$ cat config.mk
export PLATFORM = sky130hd
export DESIGN_NAME = vga_timing_generator
export DESIGN_NICKNAME = d
export VERILOG_FILES = /design/src/rtl/vga_timing_generator.sv
export SDC_FILE = /design/constraint.sdc
export NUM_CORES = 1
export LEC_CHECK = 0
export CAP_MARGIN = 10
export CORE_UTILIZATION = 53
export DETAILED_ROUTE_END_ITERATION = 7
export GPL_TIMING_DRIVEN = 0
export PLACE_DENSITY = 0.75
export SLEW_MARGIN = 5
export SYNTH_ARGS = -nofsm -noshare
export SYNTH_HDL_FRONTEND = slang
export SYNTH_SLANG_ARGS = --single-unit
$ cat constraint.sdc
create_clock -name vga_clk -period 3.3 [get_ports vga_clk]
set_input_delay 0.99 -clock vga_clk [delete_from_list [all_inputs] [get_ports vga_clk]]
set_output_delay 0.99 -clock vga_clk [all_outputs]
set_load 0.1 [all_outputs]
$ cat src/rtl/vga_timing_generator.sv
// rtl/vga_timing_generator.sv - VGA raster timing: syncs, visible flag, coordinates, strobes
// Optional frame counter enabled by defining VGA_TIMING_FRAME_COUNTER_EN.
module vga_timing_generator #(
  parameter int H_VISIBLE      = 640,
  parameter int H_FRONT        = 16,
  parameter int H_SYNC         = 96,
  parameter int H_BACK         = 48,
  parameter int V_VISIBLE      = 480,
  parameter int V_FRONT        = 10,
  parameter int V_SYNC         = 2,
  parameter int V_BACK         = 33,
  parameter int HSYNC_POSITIVE = 0,
  parameter int VSYNC_POSITIVE = 0,
  localparam int H_TOTAL = H_VISIBLE + H_FRONT + H_SYNC + H_BACK,
  localparam int V_TOTAL = V_VISIBLE + V_FRONT + V_SYNC + V_BACK,
  localparam int XW      = (H_TOTAL > 1) ? $clog2(H_TOTAL) : 1,
  localparam int YW      = (V_TOTAL > 1) ? $clog2(V_TOTAL) : 1
) (
  input  logic          vga_clk,
  input  logic          reset,
  input  logic          pixel_en,
  output logic          vga_hsync,
  output logic          vga_vsync,
  output logic          vga_visible,
  output logic [XW-1:0] pixel_x,
  output logic [YW-1:0] pixel_y,
  output logic          line_start,
  output logic          frame_start,
  output logic [15:0]   frame_count
);

  typedef enum logic [1:0] {PH_ACTIVE, PH_FRONT, PH_SYNC, PH_BACK} phase_t;

  localparam logic HS_ON = (HSYNC_POSITIVE != 0);
  localparam logic VS_ON = (VSYNC_POSITIVE != 0);

  phase_t          h_phase, h_phase_n, v_phase, v_phase_n;
  logic [XW-1:0]   h_cnt, h_cnt_n, h_last, x_n;
  logic [YW-1:0]   v_cnt, v_cnt_n, v_last, y_n;
  logic            h_end, v_end, h_wrap, v_wrap;

  function automatic phase_t phase_after(input phase_t p);
    case (p)
      PH_ACTIVE: phase_after = PH_FRONT;
      PH_FRONT:  phase_after = PH_SYNC;
      PH_SYNC:   phase_after = PH_BACK;
      default:   phase_after = PH_ACTIVE;
    endcase
  endfunction

  always_comb begin
    h_last = XW'(H_BACK - 1);
    case (h_phase)
      PH_ACTIVE: h_last = XW'(H_VISIBLE - 1);
      PH_FRONT:  h_last = XW'(H_FRONT - 1);
      PH_SYNC:   h_last = XW'(H_SYNC - 1);
      default:   h_last = XW'(H_BACK - 1);
    endcase
    v_last = YW'(V_BACK - 1);
    case (v_phase)
      PH_ACTIVE: v_last = YW'(V_VISIBLE - 1);
      PH_FRONT:  v_last = YW'(V_FRONT - 1);
      PH_SYNC:   v_last = YW'(V_SYNC - 1);
      default:   v_last = YW'(V_BACK - 1);
    endcase
  end

  assign h_end  = (h_cnt == h_last);
  assign v_end  = (v_cnt == v_last);
  assign h_wrap = h_end && (h_phase == PH_BACK);
  assign v_wrap = v_end && (v_phase == PH_BACK);

  // Vertical phase only moves on the pixel that wraps the line back to x = 0.
  always_comb begin
    h_phase_n = h_phase;
    h_cnt_n   = h_cnt;
    x_n       = pixel_x;
    v_phase_n = v_phase;
    v_cnt_n   = v_cnt;
    y_n       = pixel_y;
    if (pixel_en) begin
      if (h_end) begin
        h_phase_n = phase_after(h_phase);
        h_cnt_n   = '0;
      end else begin
        h_cnt_n = h_cnt + 1'b1;
      end
      x_n = h_wrap ? '0 : pixel_x + 1'b1;
      if (h_wrap) begin
        if (v_end) begin
          v_phase_n = phase_after(v_phase);
          v_cnt_n   = '0;
        end else begin
          v_cnt_n = v_cnt + 1'b1;
        end
        y_n = v_wrap ? '0 : pixel_y + 1'b1;
      end
    end
  end

  always_ff @(posedge vga_clk or posedge reset) begin
    if (reset) begin
      h_phase     <= PH_BACK;
      h_cnt       <= XW'(H_BACK - 1);
      pixel_x     <= XW'(H_TOTAL - 1);
      v_phase     <= PH_BACK;
      v_cnt       <= YW'(V_BACK - 1);
      pixel_y     <= YW'(V_TOTAL - 1);
      vga_hsync   <= ~HS_ON;
      vga_vsync   <= ~VS_ON;
      vga_visible <= 1'b0;
      line_start  <= 1'b0;
      frame_start <= 1'b0;
    end else begin
      h_phase     <= h_phase_n;
      h_cnt       <= h_cnt_n;
      pixel_x     <= x_n;
      v_phase     <= v_phase_n;
      v_cnt       <= v_cnt_n;
      pixel_y     <= y_n;
      line_start  <= pixel_en && h_wrap;
      frame_start <= pixel_en && h_wrap && v_wrap;
      if (pixel_en) begin
        vga_hsync   <= (h_phase_n == PH_SYNC) ? HS_ON : ~HS_ON;
        vga_vsync   <= (v_phase_n == PH_SYNC) ? VS_ON : ~VS_ON;
        vga_visible <= (h_phase_n == PH_ACTIVE) && (v_phase_n == PH_ACTIVE);
      end
    end
  end

`ifdef VGA_TIMING_FRAME_COUNTER_EN
  always_ff @(posedge vga_clk or posedge reset) begin
    if (reset) begin
      frame_count <= '0;
    end else if (pixel_en && h_wrap && v_wrap) begin
      frame_count <= frame_count + 16'd1;
    end
  end
`else
  assign frame_count = '0;
`endif

endmodule

======== Yosys cells after proc, flatten, opt, wreduce, memory -nomap -nowiden ========
Index checks and enable logic that the tools add are counted.
cells by class
  add/subtract/negate cells ............... 4
  equality and inequality tests ........... 10
  muxes and demuxes ....................... 15
  reduce and logical (&&, ||, !) cells .... 10
operator list
  kind                                                  number
  adder 10 x 1 -> 10 bit (second input constant)        4
  two-way mux 10 bit                                    4
  one-hot mux 10 bit (3 select lines)                   1
  one-hot mux 9 bit (3 select lines)                    1
  equality test 10 bit                                  2
  equality test 2 bit (second input constant)           6
  one-hot mux 2 bit (3 select lines)                    2
  two-way mux 2 bit                                     5
  zero test 2 bit                                       4
  logical AND 1 bit                                     5
  equality test 2 x 1 -> 1 bit (second input constant)  2
  two-way mux 1 bit                                     2
  AND reduction 2 bit                                   1
word-level totals
  flip-flop bits (word level) ............. 49
  input port bits ......................... 3
  output and inout port bits .............. 41
  word-level logic and storage cells ...... 50

======== Depth between registers and ports, before layout ========
Gate-level depths: netlist of run 1.
  depth after elaboration ................. 8
  mapped depth ............................ 11
  mapped depth without buffers ............ 10

======== Worst setup path after synthesis of run 1 ========
No wires, ideal clock.
  path kind ............................... input port to flip-flop
  from .................................... input pixel_en
  to ...................................... register pixel_x[5]
  setup time .............................. 132 ps
  arrival time ............................ 2357 ps
  data required time ...................... 3168 ps
  setup slack ............................. 811 ps
  stages .................................. 8
  path buffers ............................ 2
  cells stage by stage .................... and4_1 > nand2_1 > nor2_1 > nand2_1 > inv_1 > clkbuf_1 > buf_1 > nor2_1
RTL lines
  what                  RTL line  source
  start, declared       21        input logic pixel_en,
  end signal, assigned  105       pixel_x <= XW'(H_TOTAL - 1);
  end signal, assigned  117       pixel_x <= x_n;
  end, declared         25        output logic [XW-1:0] pixel_x,

======== Worst setup path in the final report of run 1 ========
  from .................................... register pixel_x[3]
  to ...................................... output pixel_x[3]
No word-level cell between the ends.

==> results of run 1 <==
power by group:
part           internal [uW]  switching, uW
registers                738            101
clock network            190            194
logic                    184            520
total                   1110            814
layout by cell type, fill, tap and decap left out, types with 2 or more instances in the layout:
| cell type | synthesis | routed |
|---|---|---|
| a21o_1 | 2 | 2 |
| a21oi_1 | 4 | 4 |
| a31oi_1 | 2 | 2 |
| and3_1 | 7 | 7 |
| buf_4 | 16 | 16 |
| clkbuf_1 | 4 | 3 |
| clkbuf_8 | 0 | 7 |
| clkdlybuf4s50_1 | 0 | 27 |
| conb_1 | 1 | 16 |
| dfrtp_1 | 27 | 27 |
| dfstp_2 | 22 | 22 |
| ha_1 | 13 | 13 |
| inv_1 | 13 | 12 |
| inv_2 | 1 | 2 |
| mux2i_1 | 2 | 2 |
| nand2_1 | 26 | 26 |
| nand3_1 | 12 | 12 |
| nand4_1 | 9 | 9 |
| nor2_1 | 41 | 41 |
| nor3_1 | 6 | 6 |
| nor4_1 | 3 | 3 |
| o21ai_0 | 11 | 11 |
| or3_1 | 2 | 2 |
| xnor2_1 | 16 | 16 |
| xor2_1 | 16 | 16 |
cells by family (layout without fill, tap and decap cells):
| kind of cell | Yosys count | after routing |
|---|---|---|
| compound gates | 27 | 27 |
| xor+xnor | 32 | 32 |
| fa+ha+maj | 13 | 13 |
| buf+inv | 36 | 72 |
| flops | 49 | 49 |
| mux | 2 | 2 |
| other cells | 1 | 16 |
| simple gates | 116 | 116 |
metal layers:
metal	wire, um	up-vias
met2	2550	47
met1	2200	936
met4	41	0
met3	207	4
met5	0	-
li1	-	992
cell type report:
type | instances | area (sq um)
fill | 395 | 1560
multi-input combinational | 206 | 1290
sequential | 49 | 1250
timing repair buffer | 28 | 298
buffer | 22 | 145
clock buffer | 7 | 96.3
tap | 67 | 83.8
inverter | 14 | 52.6
clock inverter | 1 | 5.00
per-stage QoR:
step	worst slack, ns	instance area, sq um
final	0.261	3230
after floorplan	0.811	2740
after global routing	0.0269	3230
after CTS	0.114	3230
after global placement	-0.263	3100
after detailed placement	-0.316	3130
cell usage after synthesis (all sizes together), types with 3 or more instances:
cell / number
nand3: 12
nand2: 27
clkbuf: 4
xor2: 16
and3: 7
ha: 13
a21oi: 4
inv: 14
a21o: 3
nor3: 7
dfstp: 22
nor4: 3
dfrtp: 27
buf: 18
nor2: 41
nand4: 10
o21ai: 12
xnor2: 16
flip-flops by register name (all words and copies together), names as in the netlist:
name / flops
vga_vsync: 1
pixel_x: 10
v_cnt: 10
vga_visible: 1
line_start: 1
vga_hsync: 1
pixel_y: 10
h_phase: 2
frame_start: 1
h_cnt: 10
v_phase: 2
path summary, 6_finish.rpt:
check                      slack, ns           to  cells past startpoint
setup / recovery                0.26   pixel_x[3]                      1
setup reg to reg                0.52  vga_visible                     10
max in group asynchronous       1.66     h_cnt[5]                      3
min in group asynchronous       1.06   pixel_y[0]                      2
hold / removal                  0.49     h_cnt[8]                      1
hold reg to reg                 0.49     h_cnt[8]                      1
what timing repair did:
action                     4_1_cts  5_1_grt
resized for setup                1        2
gates cloned                     0        0
setup endpoints to repair        4       16
==> impl_metrics.csv, run 1 <==
group,metric,value,unit
status,status,"completed",
global_routing,antenna_found_initial,0,
clocking,clk_pin_slew,0.09,ns
worst_setup_path,endpoint_kind,"output pin",
clocking,tritoncts,"done",
synth,ys_seq_area_share,46.6,%
floorplan,die_y,73.2,um
clocking,clockBufferDepth,2,
synth,synth_top_family_by_area,"simple AND/OR/NAND/NOR gates",
cells_and_area,utilization,67.5,%
global_routing,track_usage,21.4,%
detailed_routing,routed_via_density,5.02,
synth,synth_compound_area_share,7.31,%
synth,ys_types,42,
placement,port_buffers,27,
synth,synth_simple_gate_area_share,21.4,%
timing,setup_viol,0,
timing,maxSlewHeadroom,34.7,%
global_routing,grt-ovfl-total,0,
synth,netlist_instances,276,
detailed_routing,vias,1979,
global_routing,grt_use_met2,37.3,%
worst_setup_path,critPathLaunch,"pixel_x[3]",
detailed_routing,routedWlPerCell,12.7,um
placement,dp.cells,386,
worst_setup_path,startpoint_type,"register",
floorplan,die_w,73.2,um
floorplan,ios,44,
synth,synth_area_leaders,"dfrtp_1 (25%), dfstp_2 (22%), ha_1 (6.1%), nor2_1 (5.7%), xnor2_1 (5.2%)",
worst_setup_path,critPathTopFamily,"buffers and inverters",
synth,synth-edff-count,0,
worst_setup_path,crit_buf_inv,1,
timing,fin_skew,0.00445,ns
timing,fmax,0.329,GHz
global_routing,grt_max_degree,26,
synth,synth_mux_area_share,0.745,%
synth,synthArstFlopShare,100,%
floorplan,num_rows,25,
synth,synth_area_leader_cell,"dfrtp_1",
synth,synth_xor_area_share,10.4,%
floorplan,die-area,0.00536,sq mm
worst_setup_path,worst-path-max-fanout,6,
detailed_routing,firstDrtPassIters,4,
worst_hold_path,hp-start,"h_cnt[8]",
detailed_routing,antenna_left,0,
global_routing,met3_usage,4.83,%
floorplan,core,0.00479,sq mm
synth,synth.top_cell.area_share,25.1,%
timing,final_max_slew_viol_count,0,
clocking,hold_buffers,0,
worst_setup_path,cpMaxStageDelayCell,"clkdlybuf4s50_1",
synth,yosysWarnings,0,
worst_setup_path,crit_path_cell_trace,"clkdlybuf4s50_1",
cells_and_area,drive_gt1_share,18.3,%
worst_setup_path,cpPeakStageDelay,1.15,ns
power,powerDensity,596,mW/mm^2
timing,period_share,92.1,%
cells_and_area,n_antenna_cell,0,
floorplan,start_util,56.2,%
synth,synth-adder-area-share,6.05,%
power,leakage,0.00146,uW
clocking,postCtsSetupBuffers,0,
timing,rsz0062_at_grt,"false",
global_routing,grt_pass1_wl,8.74,mm
power,vdd.ir_drop.worst,624,uV
clocking,root_buffer,"clkbuf_8",
global_routing,use_met1,26.0,%
cells_and_area,final_cells,394,
cells_and_area,syn2layout_area_growth,20.2,%
worst_setup_path,crit_type,"reg -> out",
synth,netlist_area,0.00269,sq mm
detailed_routing,drtIter0Drc,60,
placement,dp_hpwl,3.67,mm
synth,syn_area_per_cell,9.74,sq um
placement,gp_congestion,0.786,
timing,worst_slew_pin_slew,0.976,ns
timing,final.setup.tns,0,ns
clocking,cts_num_sinks,49,
worst_setup_path,cp_data_required_time,2.31,ns
timing,hold_violations,0,
synth,ys_ff_latch,49,
worst_setup_path,r2r_start,"h_phase[0]",
worst_hold_path,min_path_type,"reg -> reg",
synth,synth_flop_cell,"dfrtp_1",
detailed_routing,drc,0,
global_routing,top_usage_layer,"met2",
worst_setup_path,critPathArrivalTime,2.05,ns
timing,post-route-min-period,3.04,ns
clocking,cts_made_buffers,5,
clocking,clk_latency,0.30,ns
detailed_routing,finalWirelength,4.99,mm
run,maxCapViolCount,0,
clocking,htreeDepth,2,
power,finalPower,1930,uW
global_routing,grt_pass1_vias,1938,
cells_and_area,final_nets,342,
timing,hold_ws,0.490,ns
Note: power is estimated with default switching activity, not from simulation.
==> run 2, diff against run 1 <==
- RECOVER_POWER: not set -> 25
==> run 2 against run 1 <==
  * Flip-flop and latch count stayed put
  * Die area stayed put
  * Cell count stayed put
  * Critical path depth stayed put
  * Sequential share of layout area is 0.18 points higher
  * Register-to-register slack better by 0.02 ns
  * Sequential power hardly changed
  * Clock skew is 0.00099 ns lower
  * Core utilization is 0.31 points lower
  * Critical endpoint is now pixel_y[2]
  * Largest cell class unchanged
==> impl_metrics.csv, run 2 (synthesis gave the netlist of run 1 again) <==
group,metric,value,unit
status,status,"completed",
detailed_routing,vias,1999,
cells_and_area,utilization,67.2,%
clocking,hold_buffers,0,
cells_and_area,syn2layout_area_growth,19.6,%
clocking,clk_pin_slew,0.08,ns
worst_setup_path,crit_path_cell_trace,"clkdlybuf4s50_1",
floorplan,start_util,56.2,%
worst_setup_path,worst-path-max-fanout,6,
floorplan,die_y,73.2,um
power,leakage,0.00146,uW
timing,setup_viol,0,
global_routing,antenna_found_initial,0,
timing,period_share,92.2,%
power,powerDensity,598,mW/mm^2
cells_and_area,layout_commonest_cell,"nor2_1",
clocking,tritoncts,"done",
global_routing,grt_max_degree,26,
clocking,clk_latency,0.30,ns
cells_and_area,final_nets,342,
cells_and_area,final_cell_mix,"nor2_1 (41), dfrtp_1 (27), nand2_1 (26), clkdlybuf4s50_1 (26), dfstp_2 (22)",
timing,final_max_slew_viol_count,0,
worst_hold_path,min_path_type,"reg -> reg",
global_routing,grt_pass1_wl,8.74,mm
run,maxCapViolCount,0,
worst_setup_path,cpPeakStageDelay,1.15,ns
floorplan,core,0.00479,sq mm
detailed_routing,routedWlPerCell,12.8,um
worst_setup_path,crit_buf_inv,1,
power,vdd.ir_drop.worst,623,uV
clocking,htreeDepth,2,
global_routing,grt_pass1_vias,1938,
worst_setup_path,critPathLaunch,"pixel_y[2]",
worst_setup_path,crit_type,"reg -> out",
detailed_routing,finalWirelength,5.04,mm
detailed_routing,firstDrtPassIters,4,
clocking,ctsResizeCount,1,
clocking,cts_num_sinks,49,
worst_setup_path,r2r_start,"h_phase[0]",
detailed_routing,drc,0,
timing,fin_skew,0.00346,ns
worst_setup_path,regToRegSetupSlack,0.54,ns
timing,fmax,0.329,GHz
timing,post-route-min-period,3.04,ns
worst_setup_path,r2r_cells,10,
cells_and_area,fill_cells,396,
timing,maxSlewHeadroom,28.8,%
timing,rsz0062_at_grt,"false",
worst_setup_path,cpMaxStageDelayCell,"clkdlybuf4s50_1",
worst_setup_path,reg2reg_to,"vga_visible",
timing,hold_violations,0,
floorplan,die-area,0.00536,sq mm
placement,port_buffers,27,
cells_and_area,n_antenna_cell,0,
worst_setup_path,critPathTopFamily,"buffers and inverters",
detailed_routing,routed_via_density,5.07,
clocking,postCtsSetupBuffers,0,
global_routing,track_usage,21.4,%
detailed_routing,drtIter0Drc,75,
worst_hold_path,min_to,"h_cnt[8]",
clocking,root_buffer,"clkbuf_8",
cells_and_area,final_cells,394,
worst_setup_path,cp_data_required_time,2.31,ns
placement,dp.cells,386,
placement,gp_congestion,0.786,
cells_and_area,drive_gt1_share,17.7,%
placement,dp_hpwl,3.67,mm
clocking,cts_made_buffers,5,
global_routing,grt-ovfl-total,0,
floorplan,die_w,73.2,um
worst_hold_path,hp-start,"h_cnt[8]",
worst_setup_path,endpoint_kind,"output pin",
detailed_routing,antenna_left,0,
clocking,clockBufferDepth,2,
worst_hold_path,whs_path_depth,1,
worst_setup_path,startpoint_type,"register",
floorplan,num_rows,25,
floorplan,ios,44,
timing,worst_slew_pin_slew,1.07,ns
worst_setup_path,critPathArrivalTime,2.05,ns
-- run 2: cell count changes in the layout (fill, tap and decap cells not counted) --
cell             previous run  this run
buf_16                      1         0
clkdlybuf4s50_1            27        26
dlygate4sd3_1               0         1
dlymetal6s2s_1              0         1
inv_1                      12        13
inv_2                       2         1
-- run 2: per-layer routing --
| metal | track usage, % | share of wire (%) |
|---|---|---|
| met3 | 4.83 | 3.7 |
| met5 | 0 | 0 |
| met2 | 37.3 | 50 |
| met4 | 7.19 | 1.4 |
| met1 | 26.0 | 45 |
-- run 2: how the worst max path moves through the flow --
stage / to / slack [ns] / cells after the start
floorplan: pixel_x[5] / 0.81 / 8
global placement: pixel_x[6] / -0.26 / 9
detailed placement: pixel_x[7] / -0.32 / 9
CTS: pixel_y[4] / 0.11 / 10
global route: v_cnt[8] / 0.03 / 9
finish: pixel_y[2] / 0.26 / 1
-- run 2: where the power goes --
part / internal, uW / total, uW / switching (uW)
clock: 190 / 383 / 193
sequential: 738 / 838 / 100
combinational: 181 / 700 / 519
total: 1110 / 1920 / 813
-- run 2: per-stage QoR --
stage	hold slack, ns	setup TNS (ns)	setup WS (ns)	cell area (sq um)	power (uW)
2_1_floorplan	0.442	0	0.811	2740	1410
3_3_place_gp	0.476	-2.54	-0.263	3100	1530
3_5_place_dp	0.477	-3.45	-0.316	3130	1550
4_1_cts	0.493	0	0.114	3230	1940
5_1_grt	0.514	0	0.0269	3210	2020
6_report	0.490	0	0.258	3210	1920
-- run 2: worst reg2reg max path, delay by kind of cell (launching register included) --
family,cells,cell delay [ns]
AO/OA/AOI/OAI,3,0.52
adder cells (fa/ha/maj),1,0.26
buffers and inverters,3,0.35
flip-flops,1,0.57
AND/OR/NAND/NOR,3,0.96
-- run 2: area by class of cell --
class	instances	area (sq um)	area share (%)
timing repair buffer	28	283	8.80
clock buffer	7	96.3	3.00
buffer	22	145	4.52
sequential	49	1250	39.0
multi-input combinational	206	1290	40.3
clock inverter	1	5.00	0.156
inverter	14	52.6	1.63
tap	67	83.8	2.61
